File: config.mk
export PLATFORM = sky130hd
export DESIGN_NAME = seg7_scan_mux
export DESIGN_NICKNAME = d
export VERILOG_FILES = /design/src/rtl/seg7_scan_mux_pkg.sv /design/src/rtl/seg7_scan_mux_hex_to_seg7.sv /design/src/rtl/seg7_scan_mux.sv
export SDC_FILE = /design/constraint.sdc
export NUM_CORES = 1
export LEC_CHECK = 0
export ABC_CLOCK_PERIOD_IN_PS = 8310
export BUFFER_PORTS_ARGS = -buffer_cell sky130_fd_sc_hd__buf_4
export CORE_AREA = 2 2 111 113
export CTS_CLUSTER_DIAMETER = 40
export CTS_CLUSTER_SIZE = 12
export DETAILED_ROUTE_END_ITERATION = 7
export DIE_AREA = 0 0 113 115
export GPL_TIMING_DRIVEN = 0
export PLACE_DENSITY = 0.78
export SLEW_MARGIN = 20
export SYNTH_ARGS = -nofsm -noshare
export SYNTH_HDL_FRONTEND = slang
export SYNTH_SLANG_ARGS = --single-unit
File: constraint.sdc
create_clock -name clk -period 8.31 [get_ports clk]
set_clock_uncertainty 0.05 [all_clocks]
set_input_delay 1.662 -clock clk [delete_from_list [all_inputs] [get_ports clk]]
set_output_delay 1.662 -clock clk [all_outputs]
set_load 0.05 [all_outputs]
File: src/rtl/seg7_scan_mux_pkg.sv
// +----------------------------------------------------------------------+
// | seg7_scan_mux_pkg: shared segment encodings for the 7-seg scan mux.  |
// | Rev 1.0                                                              |
// +----------------------------------------------------------------------+
`default_nettype none

package seg7_scan_mux_pkg;

  localparam int SEG_A  = 7;
  localparam int SEG_B  = 6;
  localparam int SEG_C  = 5;
  localparam int SEG_D  = 4;
  localparam int SEG_E  = 3;
  localparam int SEG_F  = 2;
  localparam int SEG_G  = 1;
  localparam int SEG_DP = 0;

  localparam logic [7:0] SEG_OFF = 8'hFF;
  localparam logic [7:0] AN_OFF  = 8'hFF;

  // Active-low a..g patterns indexed by hex value.
  localparam logic [6:0] SEG_TABLE [16] = '{
    7'b0000001, 7'b1001111, 7'b0010010, 7'b0000110,
    7'b1001100, 7'b0100100, 7'b0100000, 7'b0001111,
    7'b0000000, 7'b0000100, 7'b0001000, 7'b1100000,
    7'b0110001, 7'b1000010, 7'b0110000, 7'b0111000
  };

endpackage

`default_nettype wire

File: src/rtl/seg7_scan_mux_hex_to_seg7.sv
// +----------------------------------------------------------------------+
// | hex_to_seg7: combinational hex nibble to active-low a..g pattern.    |
// | Rev 1.0                                                              |
// +----------------------------------------------------------------------+
`default_nettype none

module hex_to_seg7
  import seg7_scan_mux_pkg::*;
(
  input  logic [3:0] hex,
  output logic [6:0] seg_n
);

  always_comb begin
    seg_n = SEG_TABLE[hex];
  end

endmodule

`default_nettype wire

File: src/rtl/seg7_scan_mux.sv
// +----------------------------------------------------------------------+
// | seg7_scan_mux: 8-digit common-anode scan driver with tear-free,      |
// | frame-aligned load/ack commit. Rev 1.0                               |
// +----------------------------------------------------------------------+
`default_nettype none

module seg7_scan_mux
  import seg7_scan_mux_pkg::*;
#(
  parameter int DIV        = 100000,
  parameter int NUM_DIGITS = 8
)
(
  input  logic                      clk,
  input  logic                      rst_n,
  input  logic [4*NUM_DIGITS-1:0]   digits_in,
  input  logic [NUM_DIGITS-1:0]     dp_in,
  input  logic [NUM_DIGITS-1:0]     blank_in,
  input  logic                      load,
  output logic                      load_ack,
  output logic [7:0]                seg,
  output logic [NUM_DIGITS-1:0]     an,
  output logic                      frame_done
);

  localparam int CNT_W = (DIV > 1) ? $clog2(DIV) : 1;
  localparam int IDX_W = $clog2(NUM_DIGITS);

  logic [CNT_W-1:0]          r_cnt;
  logic [IDX_W-1:0]          r_idx;
  logic                      r_pending;
  logic [4*NUM_DIGITS-1:0]   r_pend_digits;
  logic [NUM_DIGITS-1:0]     r_pend_dp;
  logic [NUM_DIGITS-1:0]     r_pend_blank;
  logic [4*NUM_DIGITS-1:0]   r_act_digits;
  logic [NUM_DIGITS-1:0]     r_act_dp;
  logic [NUM_DIGITS-1:0]     r_act_blank;

  logic                      w_tick;
  logic                      w_frame;
  logic                      w_commit;
  logic [IDX_W-1:0]          w_nxt_idx;
  logic [4*NUM_DIGITS-1:0]   w_nxt_digits;
  logic [NUM_DIGITS-1:0]     w_nxt_dp;
  logic [NUM_DIGITS-1:0]     w_nxt_blank;
  logic [3:0]                w_nibble;
  logic [6:0]                w_dec;
  logic [7:0]                w_seg_nxt;
  logic [NUM_DIGITS-1:0]     w_an_nxt;

  assign w_tick   = (r_cnt == CNT_W'(DIV - 1));
  assign w_frame  = w_tick && (r_idx == IDX_W'(NUM_DIGITS - 1));
  assign w_commit = w_frame && (load || r_pending);

  always_comb begin
    w_nxt_idx = r_idx;
    if (w_tick) begin
      w_nxt_idx = (r_idx == IDX_W'(NUM_DIGITS - 1)) ? '0 : r_idx + IDX_W'(1);
    end
  end

  // A load landing on the commit edge wins over the buffer (last load wins).
  always_comb begin
    w_nxt_digits = r_act_digits;
    w_nxt_dp     = r_act_dp;
    w_nxt_blank  = r_act_blank;
    if (w_frame && load) begin
      w_nxt_digits = digits_in;
      w_nxt_dp     = dp_in;
      w_nxt_blank  = blank_in;
    end else if (w_frame && r_pending) begin
      w_nxt_digits = r_pend_digits;
      w_nxt_dp     = r_pend_dp;
      w_nxt_blank  = r_pend_blank;
    end
  end

  assign w_nibble = w_nxt_digits[{w_nxt_idx, 2'b00} +: 4];

  hex_to_seg7 u_hex_to_seg7 (
    .hex   (w_nibble),
    .seg_n (w_dec)
  );

  always_comb begin
    w_seg_nxt              = SEG_OFF;
    w_an_nxt               = AN_OFF;
    if (!w_nxt_blank[w_nxt_idx]) begin
      w_seg_nxt[SEG_A:SEG_G] = w_dec;
      w_seg_nxt[SEG_DP]      = ~w_nxt_dp[w_nxt_idx];
      w_an_nxt               = ~(NUM_DIGITS'(1) << w_nxt_idx);
    end
  end

  always_ff @(posedge clk or negedge rst_n) begin
    if (!rst_n) begin
      r_cnt         <= '0;
      r_idx         <= '0;
      r_pending     <= 1'b0;
      r_pend_digits <= '0;
      r_pend_dp     <= '0;
      r_pend_blank  <= '0;
      r_act_digits  <= '0;
      r_act_dp      <= '0;
      r_act_blank   <= '1;
      seg           <= SEG_OFF;
      an            <= AN_OFF;
      load_ack      <= 1'b0;
      frame_done    <= 1'b0;
    end else begin
      r_cnt        <= w_tick ? '0 : r_cnt + CNT_W'(1);
      r_idx        <= w_nxt_idx;
      r_act_digits <= w_nxt_digits;
      r_act_dp     <= w_nxt_dp;
      r_act_blank  <= w_nxt_blank;
      seg          <= w_seg_nxt;
      an           <= w_an_nxt;
      frame_done   <= w_frame;
      load_ack     <= w_commit;
      if (w_frame) begin
        r_pending <= 1'b0;
      end else if (load) begin
        r_pending     <= 1'b1;
        r_pend_digits <= digits_in;
        r_pend_dp     <= dp_in;
        r_pend_blank  <= blank_in;
      end
    end
  end

endmodule

`default_nettype wire
* After elaboration in Yosys (flattened, before gate mapping)
Memory sizes are Yosys's and may differ from the RTL's.
Cells that the tools add are included.
** Word-level totals
- Bits in registers :: 135
- ROM bits :: 112
- Input bits :: 51
- Logic and storage cells :: 52
- Memories kept :: 1
- Output and inout bits :: 18
** Cells by class
- Shifts and indexed selects :: 2
- $lt $le $gt $ge :: 2
- Reduce and logical (&&, ||, !) cells :: 7
- Equal/unequal tests :: 2
- Bitwise logic cells :: 4
- Muxes and demuxes :: 19
- $add $sub $neg :: 2
** Memory list
- (name not given) :: depth 16, bits a word 7, rd ports 1, clocked after Yosys merged registers in 0, wr ports 0, line seg7_scan_mux_hex_to_seg7.sv:15 : seg_n = SEG_TABLE[hex];
** Operator list (count)
- 2-to-1 mux 32 bit :: 2
- 2-to-1 mux 8 bit :: 6
- indexed part select 32 x 6 -> 4 bit :: 1
- adder 17 x 1 -> 17 bit (second input constant) :: 1
- == test 17 bit (second input constant) :: 1
- 2-to-1 mux 17 bit :: 1
- 2-to-1 mux 7 bit :: 2
- inverter 8 bit :: 1
- left shift 1 x 3 -> 8 bit (first input constant) :: 1
- binary-select mux 1 bit (select 3 bit) :: 2
- 2-to-1 mux 3 bit :: 2
- >= comparator 5 bit (second input constant) :: 1
- inverter 4 -> 5 bit :: 1
- logical AND 1 bit :: 4
- < comparator 3 x 4 -> 1 bit (second input constant) :: 1
- 2-to-1 mux 1 bit :: 4
- adder 3 x 1 -> 3 bit (second input constant) :: 1
- == test 3 bit (second input constant) :: 1
- inverter 1 bit :: 2
- AND reduction 2 bit :: 1
- nonzero test 2 bit :: 1
- logical OR 1 bit :: 1

* Longest topological paths before layout
- Word-level depth :: 11
- Depth in mapped cells :: 15
- Mapped depth without buffers :: 13

* Modules after synthesis
A second synthesis with hierarchy kept.
** Unflattened totals
- Cells, all modules :: 585
- Area total of the unflattened synthesis :: 6473.7 µm²
** By module, submodules not included
- seg7_scan_mux :: cells each 554, area each 6211.0 µm², sequential area each 3408.3 µm², instances 1
- hex_to_seg7 :: cells each 31, area each 262.8 µm², sequential area each 0.0 µm², instances 1

* Worst setup path before layout
No wires, ideal clock.
- Path kind :: in2reg
- From :: in load
- To :: reg seg[4]
- Arrival :: 3945 ps
- Slack :: 4234 ps
- Setup time :: 81 ps
- Path buffers :: 2
- Stages :: 13
- Data required time :: 8179 ps
- Path through :: nor2b_1 > clkbuf_1 > clkbuf_1 > nand2_1 > o31ai_1 > a221o_1 > a22oi_1 > a211oi_1 > inv_1 > ha_1 > inv_1 > mux2i_1 > a32oi_1
** Between the ends
- Longest elaborated chain between the ends :: 8
- Elaborated cells between the ends (all ways) :: 11
- Those cells by class :: shift: 1; mux: 7; bitwise: 1; reduce/logical: 1; memory: 1
** RTL lines
- from (decl) :: line seg7_scan_mux.sv:19 : input logic load,
- logical AND 1 bit :: line seg7_scan_mux.sv:67 : if (w_frame && load) begin
- 2-to-1 mux 32 bit :: line seg7_scan_mux.sv:67
- via w_nxt_digits[25] :: line seg7_scan_mux.sv:43 : logic [4*NUM_DIGITS-1:0] w_nxt_digits;
- indexed part select 32 x 6 -> 4 bit :: line seg7_scan_mux.sv:78 : assign w_nibble = w_nxt_digits[{w_nxt_idx, 2'b00} +: 4];
- inverter 4 -> 5 bit (not written as such) :: line seg7_scan_mux_hex_to_seg7.sv:15
- memory read (16 x 7 bit)
- 2-to-1 mux 7 bit (not written as such) (2 in series) :: line seg7_scan_mux_hex_to_seg7.sv:15
- 2-to-1 mux 8 bit :: line seg7_scan_mux.sv:88 : if (!w_nxt_blank[w_nxt_idx]) begin
- via w_seg_nxt[4] :: line seg7_scan_mux.sv:48 : logic [7:0] w_seg_nxt;
- to (signal assigned) :: line seg7_scan_mux.sv:116 : seg <= w_seg_nxt;
- to (decl) :: line seg7_scan_mux.sv:21 : output logic [7:0] seg,
The timed path passes the listed nets, and every way through them passes these cells. The select of a mux whose other input is x is not followed.
A chain may end at the register's enable or synchronous reset.

* Final worst setup path
Ends and elaborated chain as after synthesis.

==> results.json <==
{
  "status": "complete, but fails checks",
  "violations": "design-rule violations",
  "num_antenna_cells": 0,
  "async_flop_share": 1.000,
  "drc_errors": 5,
  "syn2layout_area_growth_pct": 19.27,
  "fin_crit_sh": 0.5610,
  "num_vias": 5264,
  "tightestPinTransition_ns": 0.8668,
  "initial_core_util": 0.5602,
  "total_leakage_power_nw": 3.430,
  "startpoint_type": "input pin",
  "synth_flop_cell": "dfrtp_1",
  "grt_use_total": 0.2824,
  "yosysSeqAreaShare": 0.5151,
  "finalWirelength_mm": 17.39,
  "gp_congestion": 0.8735,
  "post-cts-setup-buffers": 0,
  "die_area_sq_um": 13000,
  "sw_frac_of_total": 0.2189,
  "drive_above_1_share": 0.3035,
  "drv_slew": 0,
  "synth-edff-count": 0,
  "synth.net_count": 651,
  "die_w_um": 113,
  "cellPowerDensity_nw_per_um2": 186.8,
  "post_cts_resized": 0,
  "tritoncts": "done",
  "cts.clk_slew.worst_paths_ns": 0.06,
  "io_pins": 69,
  "antenna_left": 0,
  "clkLatencyLatePin_ns": 0.42,
  "syn_inst": 591,
  "clock.fmax_mhz": 214.5,
  "critPathRequiredTime_ns": 8.61,
  "viasPerCell": 6.274,
  "grt_max_degree": 74,
  "fin_area_sq_um": 7891,
  "htree_levels": 4,
  "syn_avg_cell_area_sq_um": 11.20,
  "ys_ff_latch": 135,
  "setup_violations": 0,
  "first_iter_violations": 621,
  "clkSinkCount": 135,
  "path_class": "in2reg",
  "setup_ws_ns": 3.648,
  "netlist_area_sq_um": 6616,
  "firstDrtPassIters": 8,
  "p_seq_frac": 0.472,
  "detailed_place.area_sq_um": 7346,
  "combPwrFrac": 0.056,
  "rows": 40,
  "finalCriticalPeriod_ns": 4.662,
  "synth.distinct_cells": 65,
  "cell_internal_pwr_mw": 1.152,
  "worstSetupEndpointType": "flop",
  "route.detailed.wl_per_inst_um": 20.73,
  "power.clock.fraction": 0.472,
  "cts_made_buffers": 17,
  "coreArea_sq_um": 11810,
  "finalSetupTns_ns": 0,
  "fillers": 871,
  "grt_pass1_wl_mm": 28.10,
  "io_buffer_count": 68,
  "antenna_found_initial": 0,
  "cts_root_buffer": "clkbuf_16",
  "clock_path_buffers": 2,
  "critPathMaxFanout": 10,
  "slew_headroom": 0.4221,
  "drv_cap": 0,
  "critPathArrivalTime_ns": 4.96,
  "pre_cts_ws_ns": 3.327,
  "hp-class": "reg2reg",
  "fin_nets": 739,
  "peakVddDrop_v": 0.0001254,
  "hpwl_mm": 11.73,
  "postCtsHoldBufs": 0,
  "rsz0062_at_grt": "false",
  "grt_pass1_vias": 5265,
  "synth_warnings": 0,
  "dieHeight_um": 115,
  "p_switching_mw": 0.3227,
  "finalHoldViolations": 0,
  "grt-ovfl-total": 0
}
## metrics by stage
step                      instances  utilization  hold WS, ns  power [mW]
after floorplan                 591            -       0.4049      0.7374
after global placement          806       0.6190       0.4224      0.7810
after detailed placement        807       0.6219       0.4347      0.7888
after CTS                       839       0.6681       0.4510       1.480
after global routing            839       0.6681       0.4571       1.521
final                           839       0.6681       0.4453       1.474
## power by group through the flow
stage	logic, mW	registers, mW	clock network, mW
floorplan	0.0359	0.701	0
finish	0.0827	0.695	0.696
global placement	0.0775	0.703	0
CTS	0.0835	0.695	0.701
global route	0.0899	0.698	0.734
detailed placement	0.0831	0.706	0
## final cells by class
type | instances | area [sq um] | share of cell area
Timing Repair Buffer | 69 | 545.5 | 0.06913
Sequential cell | 135 | 3408 | 0.4319
Multi-Input combinational cell | 406 | 2987 | 0.3785
Inverter | 15 | 56.30 | 0.007135
Tap cell | 147 | 183.9 | 0.02331
Buffer | 35 | 165.2 | 0.02093
Clock inverter | 3 | 15.01 | 0.001903
Clock buffer | 29 | 530.5 | 0.06723
## final timing paths
kind	startpoint	to	slack (ns)	depth (start not counted)
min	r_cnt[0]$_DFF_PN0_	r_cnt[0]$_DFF_PN0_	0.45	1
max	load	seg[4]$_DFF_PN1_	3.65	14
min reg2reg	r_cnt[0]$_DFF_PN0_	r_cnt[0]$_DFF_PN0_	0.45	1
max in group asynchronous	rst_n	r_act_blank[7]$_DFF_PN1_	6.33	2
max reg2reg	r_idx[0]$_DFF_PN0_	seg[4]$_DFF_PN1_	4.13	13
min in group asynchronous	rst_n	r_pend_digits[2]$_DFFE_PN0P_	1.13	1
## cells by family after synthesis
logic type               after synthesis  share of synthesized area
buffers and inverters                 50                    0.03347
AO/OA/AOI/OAI                        133                     0.1615
adder cells (fa/ha/maj)                9                    0.01702
XOR/XNOR                              15                    0.01986
AND/OR/NAND/NOR                      181                     0.1346
multiplexers                          68                     0.1184
flip-flops                           135                     0.5151
## Yosys cell counts (2+ instances only)
| cell | instances | area (sq um) |
|---|---|---|
| dfrtp_1 | 111 | 2778 |
| nand2_1 | 70 | 262.8 |
| mux2_2 | 49 | 551.8 |
| nor2_1 | 41 | 153.9 |
| o31ai_1 | 26 | 195.2 |
| a221o_1 | 25 | 250.2 |
| dfstp_2 | 24 | 630.6 |
| a21oi_1 | 23 | 115.1 |
| nand3_1 | 21 | 105.1 |
| clkbuf_1 | 20 | 75.07 |
| mux2i_1 | 15 | 150.1 |
| inv_1 | 11 | 41.29 |
| ha_1 | 9 | 112.6 |
| o21ai_0 | 9 | 45.04 |
| xnor2_1 | 9 | 78.83 |
| or2_2 | 8 | 50.05 |
| a211o_1 | 7 | 61.31 |
| and2_1 | 7 | 43.79 |
| o22ai_1 | 7 | 43.79 |
| and3_1 | 6 | 37.54 |
| buf_2 | 6 | 30.03 |
| xor2_1 | 6 | 52.55 |
| a211oi_1 | 5 | 37.54 |
| nand4_1 | 5 | 31.28 |
| nor3_1 | 5 | 25.02 |
| o221ai_1 | 5 | 43.79 |
| buf_1 | 4 | 15.01 |
| inv_2 | 4 | 15.01 |
| and4_1 | 3 | 26.28 |
| buf_4 | 3 | 22.52 |
| nor2b_1 | 3 | 18.77 |
| o211a_1 | 3 | 30.03 |
| o21a_1 | 3 | 22.52 |
| a22oi_1 | 2 | 15.01 |
| a32oi_1 | 2 | 17.52 |
| buf_6 | 2 | 22.52 |
| mux2i_4 | 2 | 45.04 |
| o221a_2 | 2 | 22.52 |
| o22a_1 | 2 | 17.52 |
## worst max-delay path, cell delays in order
cell,delay (ns)
buf_4,0.12
nor2b_1,0.10
clkbuf_1,0.35
clkbuf_1,0.51
nand2_1,0.12
o31ai_1,0.23
a221o_1,0.19
a22oi_1,0.11
a211oi_1,0.71
inv_1,0.20
ha_1,0.33
inv_1,0.08
mux2i_1,0.08
a32oi_1,0.17
## registers in the layout, indices dropped and copies added, names as in the netlist
register,count
r_act_dp,8
seg,8
r_act_blank,8
frame_done,1
r_pend_blank,8
r_idx,3
r_cnt,17
r_pending,1
r_act_digits,32
an,8
r_pend_dp,8
load_ack,1
r_pend_digits,32
## layer usage
metal	GRT usage	vias up	part of all wire
met2	0.4391	265	0.47
li1	-	2349	-
met4	0.1268	0	0.029
met3	0.05799	51	0.081
met1	0.3874	2599	0.42
met5	0	-	0
## placed cells by master (no fill, tap or decap), types with 4 or more instances in the layout
cell type,count
clkbuf_8,6
mux2i_1,15
and3_1,6
clkbuf_1,26
inv_1,11
o31ai_1,26
dfrtp_1,111
a221o_1,25
buf_1,4
ha_1,9
or2_2,8
o221ai_1,5
o22ai_1,7
nand4_1,5
a21oi_1,23
xnor2_1,9
and2_1,7
nand3_1,21
buf_4,70
xor2_1,6
a211o_1,7
nor3_1,5
buf_2,6
a211oi_1,5
clkbuf_16,17
mux2_2,49
nand2_1,70
o21ai_0,9
dfstp_2,24
nor2_1,41
inv_2,4
(Power assumes the default switching activity.)
